==> src/rtl/load_bmp_pkg.sv <==
// Shared constants and FSM encoding for the BMP image-load path.
package load_bmp_pkg;

  // Default geometry: 512x512 24-bit BMP with a 54-byte header.
  localparam int unsigned BYTE_WIDTH      = 8;
  localparam int unsigned ADDR_WIDTH      = 20;
  localparam int unsigned BMP_HEADER_SIZE = 54;
  localparam int unsigned BMP_TOTAL_SIZE  = 786486;

  // Image file paths consumed by bmp_rom and produced by the dump logic.
  localparam string BMP_IN_FILE  = "img/input_bmp.hex";
  localparam string BMP_OUT_FILE = "img/output_bmp.hex";

  typedef enum logic [1:0] {
    StIdle,
    StRead,
    StDrain,
    StFinish
  } state_e;

endpackage

==> src/rtl/load_bmp.sv <==
// Byte-serial copy engine: streams BMP_TOTAL_SIZE bytes from bmp_rom into bmp_ram,
// one byte per clock, then raises a sticky done.
module load_bmp #(
    parameter int unsigned BYTE_WIDTH     = 8,
    parameter int unsigned ADDR_WIDTH     = 20,
    parameter int unsigned BMP_TOTAL_SIZE = 786486
) (
    input  logic                  clk,
    input  logic                  rst_n,
    output logic                  in_valid,
    input  logic [BYTE_WIDTH-1:0] ROM_Q,
    output logic                  ROM_valid,
    output logic [ADDR_WIDTH-1:0] ROM_addr,
    output logic                  RAM_valid,
    output logic [BYTE_WIDTH-1:0] RAM_D,
    output logic [ADDR_WIDTH-1:0] RAM_addr,
    output logic                  done
);
    import load_bmp_pkg::*;

    // Last address compared at full width so the counter never wraps mid-copy.
    localparam logic [ADDR_WIDTH-1:0] LastAddr = ADDR_WIDTH'(BMP_TOTAL_SIZE - 1);

    state_e                state_q, state_d;
    logic [ADDR_WIDTH-1:0] rd_cnt_q, rd_cnt_d;
    logic                  in_valid_q, in_valid_d;
    logic [ADDR_WIDTH-1:0] wr_addr_q, wr_addr_d;
    logic                  rom_req;
    logic [ADDR_WIDTH-1:0] rom_req_addr;

    // Next-state, read counter and ROM request generation.
    always_comb begin
        state_d      = state_q;
        rd_cnt_d     = rd_cnt_q;
        rom_req      = 1'b0;
        rom_req_addr = '0;
        unique case (state_q)
            StIdle: begin
                state_d = StRead;
            end
            StRead: begin
                rom_req      = 1'b1;
                rom_req_addr = rd_cnt_q;
                if (rd_cnt_q == LastAddr) begin
                    state_d  = StDrain;
                    rd_cnt_d = '0;
                end else begin
                    rd_cnt_d = rd_cnt_q + ADDR_WIDTH'(1);
                end
            end
            // The final ROM byte is being written this cycle.
            StDrain: begin
                state_d = StFinish;
            end
            StFinish: begin
                state_d = StFinish;
            end
            default: begin
                state_d = StIdle;
            end
        endcase
    end

    // Write pipeline: the request of this cycle becomes the write of the next.
    always_comb begin
        in_valid_d = rom_req;
        wr_addr_d  = rom_req_addr;
    end

    // State, counter and write-pipeline registers.
    always_ff @(posedge clk or negedge rst_n) begin
        if (!rst_n) begin
            state_q    <= StIdle;
            rd_cnt_q   <= '0;
            in_valid_q <= 1'b0;
            wr_addr_q  <= '0;
        end else begin
            state_q    <= state_d;
            rd_cnt_q   <= rd_cnt_d;
            in_valid_q <= in_valid_d;
            wr_addr_q  <= wr_addr_d;
        end
    end

    // Outputs; RAM_D is gated so stale ROM data never leaks outside a write.
    always_comb begin
        ROM_valid = rom_req;
        ROM_addr  = rom_req_addr;
        in_valid  = in_valid_q;
        RAM_valid = in_valid_q;
        RAM_addr  = in_valid_q ? wr_addr_q : '0;
        RAM_D     = in_valid_q ? ROM_Q : '0;
        done      = (state_q == StFinish);
    end

endmodule

==> config.mk <==
export PLATFORM = sky130hd
export DESIGN_NAME = load_bmp
export DESIGN_NICKNAME = d
export VERILOG_FILES = /design/src/rtl/load_bmp_pkg.sv /design/src/rtl/load_bmp.sv
export SDC_FILE = /design/constraint.sdc
export NUM_CORES = 1
export LEC_CHECK = 0
export CAP_MARGIN = 40
export CORE_UTILIZATION = 30
export CTS_CLUSTER_SIZE = 16
export DETAILED_ROUTE_END_ITERATION = 12
export PLACE_DENSITY_LB_ADDON = 0.2
export RECOVER_POWER = 25
export SLEW_MARGIN = 25
export SYNTH_ARGS = -nofsm -noshare
export SYNTH_HDL_FRONTEND = slang
export SYNTH_SLANG_ARGS = --single-unit
==> constraint.sdc <==
create_clock -name clk -period 2.75 [get_ports clk]
set_input_delay 0.4125 -clock clk [delete_from_list [all_inputs] [get_ports clk]]
set_output_delay 0.4125 -clock clk [all_outputs]
set_load 0.02 [all_outputs]
==> reports/qor.csv, run 1 <==
metric,value,unit
status,finished clean,
worst hold path class,in2async,
Final Hold Viols,0,
cell area after synthesis,0.00194,mm²
GRT Util Overall,13.2,%
crit path max fanout,23,
Initial Utilization,31.8,%
register area,0.00108,mm²
layout cell share with drive strength beyond 1,5.31,%
max-cap viol count,0,
vias in the first global route,1344,
Worst Tran Pin Value,1.18,ns
leading area contributor after synthesis,dfrtp_1,
CTS Buf Count,5,
Synth top area share,55.4,%
vias per cell,4.69,
Multi-input gate area,812,µm²
# IOs,62,
crit path time final,2.54,ns
WL/cell,12.9,µm
initial antenna violation count,0,
Antenna diodes,0,
Area Overhead vs Synth,39.3,%
H-tree level count,2,
I/O Buffers,61,
CTS tree,built,
clock buffer depth,2,
CTS root buf,clkbuf_8,
Skew-Pair Late Insertion Delay,0.29,ns
Die Ht,82.4,µm
Cells after Synth,181,
clock skew,0.00529,ns
Worst Setup End Kind,output pin,
Fin Setup TNS,0,ns
WS Path Type,reg2out,
# fillers,574,
post-route ant nets,0,
Die ar.,0.00679,mm²
post-CTS setup buffer count,0,
placer congestion estimate,0.804,
Max Transition Viols Final,0,
DR iter-0 viols,75,
hpwl dp,3070,µm
RSZ-0062 raised after global routing,no,
CTS Sinks,43,
Slew HR,21.1,%
"Warnings, synthesis",0,
syn_nets,193,
top area cells in the synthesized netlist,"dfrtp_1 (55%), and2_1 (15%), xor2_1 (4.5%)",
post_cts resized,0,
final net count,257,
num rows,28,
sequential share of the synthesized area,55.4,%
Post-synth ARST share,100,%
VDD IR-drop max,165,µV
f_max,394,MHz
clock slew at reported path FFs,0.08,ns
PD cells,398,mW/mm²
syn avg cell area,10.7,µm²
#FFs+latches synth,43,
# hold bufs at CTS,0,
DRC violations left,0,
worst path arrival time,2.13,ns
Pleak,1.18,nW
top_reg_cell synth,dfrtp_1,
gr ovfl total,0,
fin crit share,92.4,%
Min Hold Slack,0.295,ns
WP data required,2.34,ns
Die Wd,82.4,µm
Vias,1501,
Worst setup SP type,register,
Netlist cell types,31,
first-pass GRT wire length,6570,µm
Pre-antenna DRT Iters,4,
core footprint,0.00610,mm²
Final setup violation count,0,
Final Routed Wirelength,4140,µm
largest net degree at the start of global routing,31,
Post-synth EDFFs,0,
per-layer routing:
| layer | up-vias | share of wire (%) | GRT usage, % |
|---|---|---|---|
| li1 | 734 | - | - |
| met5 | - | 0 | 0 |
| met4 | 0 | 1.9 | 6.67 |
| met1 | 711 | 45 | 16.7 |
| met2 | 49 | 47 | 20.8 |
| met3 | 7 | 6.4 | 3.19 |
worst max-delay path: stages, from the launching register on:
cell             delay [ns]
dfrtp_1                0.40
nand2b_1               0.16
inv_1                  0.40
and2_1                 0.26
clkdlybuf4s50_1        0.62
through the flow:
stage	cell area, µm²	instances	setup WS, ns	power, mW	util, %
3_5_place_dp	2640	313	0.472	0.697	43.3
6_report	2700	320	0.209	1.08	44.4
2_1_floorplan	1940	181	0.698	0.657	-
5_1_grt	2700	320	0.00170	1.12	44.4
4_1_cts	2730	320	0.147	1.10	44.8
3_3_place_gp	2610	312	0.512	0.693	42.9
state kept, by name, indices dropped and copies added (netlist names):
register / flops
state_q: 2
RAM_valid: 1
wr_addr_q: 20
rd_cnt_q: 20
final timing paths:
check / start / end / slack (ns) / depth (start not counted)
min in group clk: state_q[1] / state_q[1] / 0.50 / 1
setup / recovery: state_q[1] / ROM_addr[2] / 0.21 / 4
setup reg to reg: state_q[1] / rd_cnt_q[19] / 0.62 / 5
hold / removal: rst_n / state_q[1] / 0.30 / 1
max in group asynchronous: rst_n / wr_addr_q[16] / 0.83 / 2
hold reg to reg: state_q[1] / state_q[1] / 0.50 / 1
final cells by class:
cell class	instances	area share [%]
clock buffer	6	3.05
multi-input combinational	127	30.0
sequential	43	39.8
inverter	5	0.694
tap	75	3.47
timing repair buffer	63	22.8
clock inverter	1	0.185
cell usage in the layout (no fill, tap or decap), types with 2 or more instances in the layout:
cell type,n
a21oi_1,5
and2_1,45
and3_1,2
clkbuf_1,2
clkbuf_8,6
clkdlybuf4s50_1,60
dfrtp_1,43
ha_1,2
inv_1,5
nand2_1,12
nand3_1,6
nand4_1,4
nor2_1,9
nor3_1,2
nor4_1,6
o21ai_0,3
o31ai_1,3
or4_1,3
xnor2_1,4
xor2_1,10
where the power goes:
group	switching, mW	leakage [nW]	internal [mW]	total, mW
sequential	0	0.557	0.632	0.632
combinational	0.0237	0.576	0.0232	0.0469
clock	0.200	0.0470	0.197	0.397
cells by family (layout without fill, tap and decap cells):
logic type | count (synthesis) | after routing | synth area share, %
AO/OA/AOI/OAI | 13 | 13 | 4.00
XOR/XNOR | 14 | 14 | 6.32
adder cells (fa/ha/maj) | 2 | 2 | 1.29
buffers and inverters | 11 | 75 | 2.71
flip-flops | 43 | 43 | 55.4
AND/OR/NAND/NOR | 98 | 98 | 30.2
cells in the mapped netlist (2+ instances only):
library cell and number:
and2_1 45, dfrtp_1 43, nand2_1 12, xor2_1 10
nor2_1 9, nand3_1 6, nor4_1 6, a21oi_1 5
inv_1 5, clkbuf_1 4, nand4_1 4, xnor2_1 4
o21ai_0 3, o31ai_1 3, or4_1 3, and3_1 2
ha_1 2, nor3_1 2
Note: power is estimated with default switching activity, not from simulation.
==> inputs of run 2 (changes only) <==
REMOVE_ABC_BUFFERS = 1   (was unset)
clock period = 2.5 ns   (was 2.75 ns; I/O delays follow)
==> run 2 against run 1 <==
Register-to-register slack worse by 0.14 ns. Critical path depth is 1 higher. Wire length is 2.7% higher. Clock power is 22% higher. Setup slack worse by 0.028 ns. Total power is 15% higher. Clock-buffer cell count is 1 higher. Largest power group unchanged.
==> reports/qor.csv, run 2 (synthesis gave the netlist of run 1 again) <==
metric,value,unit
worst hold path class,in2async,
f_max,431,MHz
"commonest non-fill, non-tap cell in the layout",clkdlybuf4s50_1,
PD cells,449,mW/mm²
CTS Buf Count,5,
Pleak,1.20,nW
fin crit share,92.8,%
Worst Tran Pin Value,1.35,ns
WS Path Type,reg2out,
WL/cell,13.1,µm
Largest regs,"rd_cnt_q x20, wr_addr_q x20, state_q x2",
placer congestion estimate,0.783,
Antenna diodes,0,
Die ar.,0.00679,mm²
gr ovfl total,0,
Area Overhead vs Synth,41.3,%
fin util,45.0,%
RSZ-0062 raised after global routing,no,
Vias,1488,
Final Routed Wirelength,4250,µm
Die Ht,82.4,µm
CTS root buf,clkbuf_8,
DR iter-0 viols,87,
Fin Setup TNS,0,ns
hpwl dp,3230,µm
layout cell share with drive strength beyond 1,6.83,%
post-CTS setup buffer count,0,
VDD IR-drop max,207,µV
CTS Sinks,43,
post_cts resized,0,
core footprint,0.00610,mm²
Final Hold Viols,0,
largest net degree at the start of global routing,27,
Final setup violation count,0,
vias in the first global route,1422,
status,finished clean,
Die Wd,82.4,µm
final net count,260,
crit path max fanout,23,
total power draw,1.23,mW
Pre-antenna DRT Iters,4,
CTS tree,built,
Worst Setup End Kind,output pin,
worst path arrival time,1.94,ns
Skew-Pair Late Insertion Delay,0.29,ns
first-pass GRT wire length,6860,µm
GRT Util Overall,13.8,%
Worst setup SP type,register,
crit path time final,2.32,ns
Slew HR,9.90,%
DRC violations left,0,
# hold bufs at CTS,0,
WP data required,2.12,ns
# fillers,601,
Initial Utilization,31.8,%
initial antenna violation count,0,
I/O Buffers,61,
vias per cell,4.59,
"commonest cells after routing, fill and taps aside","clkdlybuf4s50_1 (60), and2_1 (45), dfrtp_1 (43), nand2_1 (12), xor2_1 (10)",
# IOs,62,
num rows,28,
clock slew at reported path FFs,0.08,ns
clock buffer depth,2,
post-route ant nets,0,
clock skew,0.00303,ns
max-cap viol count,0,
H-tree level count,2,
Max Transition Viols Final,0,
## run 2: final timing paths
check	depth (start not counted)	endpoint	from	slack [ns]
setup / recovery	5	ROM_addr[2]	state_q[1]	0.18
hold / removal	1	state_q[1]	rst_n	0.21
setup reg to reg	5	rd_cnt_q[18]	rd_cnt_q[0]	0.48
hold reg to reg	1	state_q[1]	state_q[1]	0.49
max in group asynchronous	2	wr_addr_q[18]	rst_n	0.54
min in group clk	1	state_q[1]	state_q[1]	0.49
## run 2: where the power goes
part           switching, mW  leakage [nW]  internal [mW]  total (mW)
Clock                  0.234        0.0505          0.251       0.485
Combinational         0.0266         0.588         0.0256      0.0522
Sequential                 0         0.557          0.695       0.695
## run 2: final cells by class
cell class / instances / area, µm² / area share [%]
clock buffer: 7 / 96.3 / 3.51
clock inverter: 1 / 7.51 / 0.274
inverter: 5 / 18.8 / 0.684
multi-input combinational: 127 / 812 / 29.6
sequential: 43 / 1080 / 39.2
tap: 75 / 93.8 / 3.42
timing repair buffer: 66 / 638 / 23.3
## run 2: through the flow
step | cell area, µm² | hold slack (ns) | setup slack (ns) | cells
after floorplan | 1910 | 0.0794 | 0.437 | 175
after global placement | 2640 | 0.461 | 0.511 | 315
after detailed placement | 2660 | 0.345 | 0.488 | 316
after CTS | 2760 | 0.0235 | 0.155 | 324
after global routing | 2740 | 0.289 | 0.0375 | 324
final | 2740 | 0.206 | 0.181 | 324
## run 2: routing by layer
metal / share of wire (%) / wire (µm) / GRT usage (%)
met4: 1.6 / 68 / 6.32
met5: 0 / 0 / 0
met3: 6.5 / 278 / 2.97
met1: 45 / 1930 / 17.9
met2: 46 / 1970 / 22.1
## run 2: critical path: stages, from the launching register on
cell and delay, ns:
dfrtp_1 0.40, nand2b_1 0.16, inv_1 0.05, buf_4 0.20, and2_1 0.21, clkdlybuf4s50_1 0.62
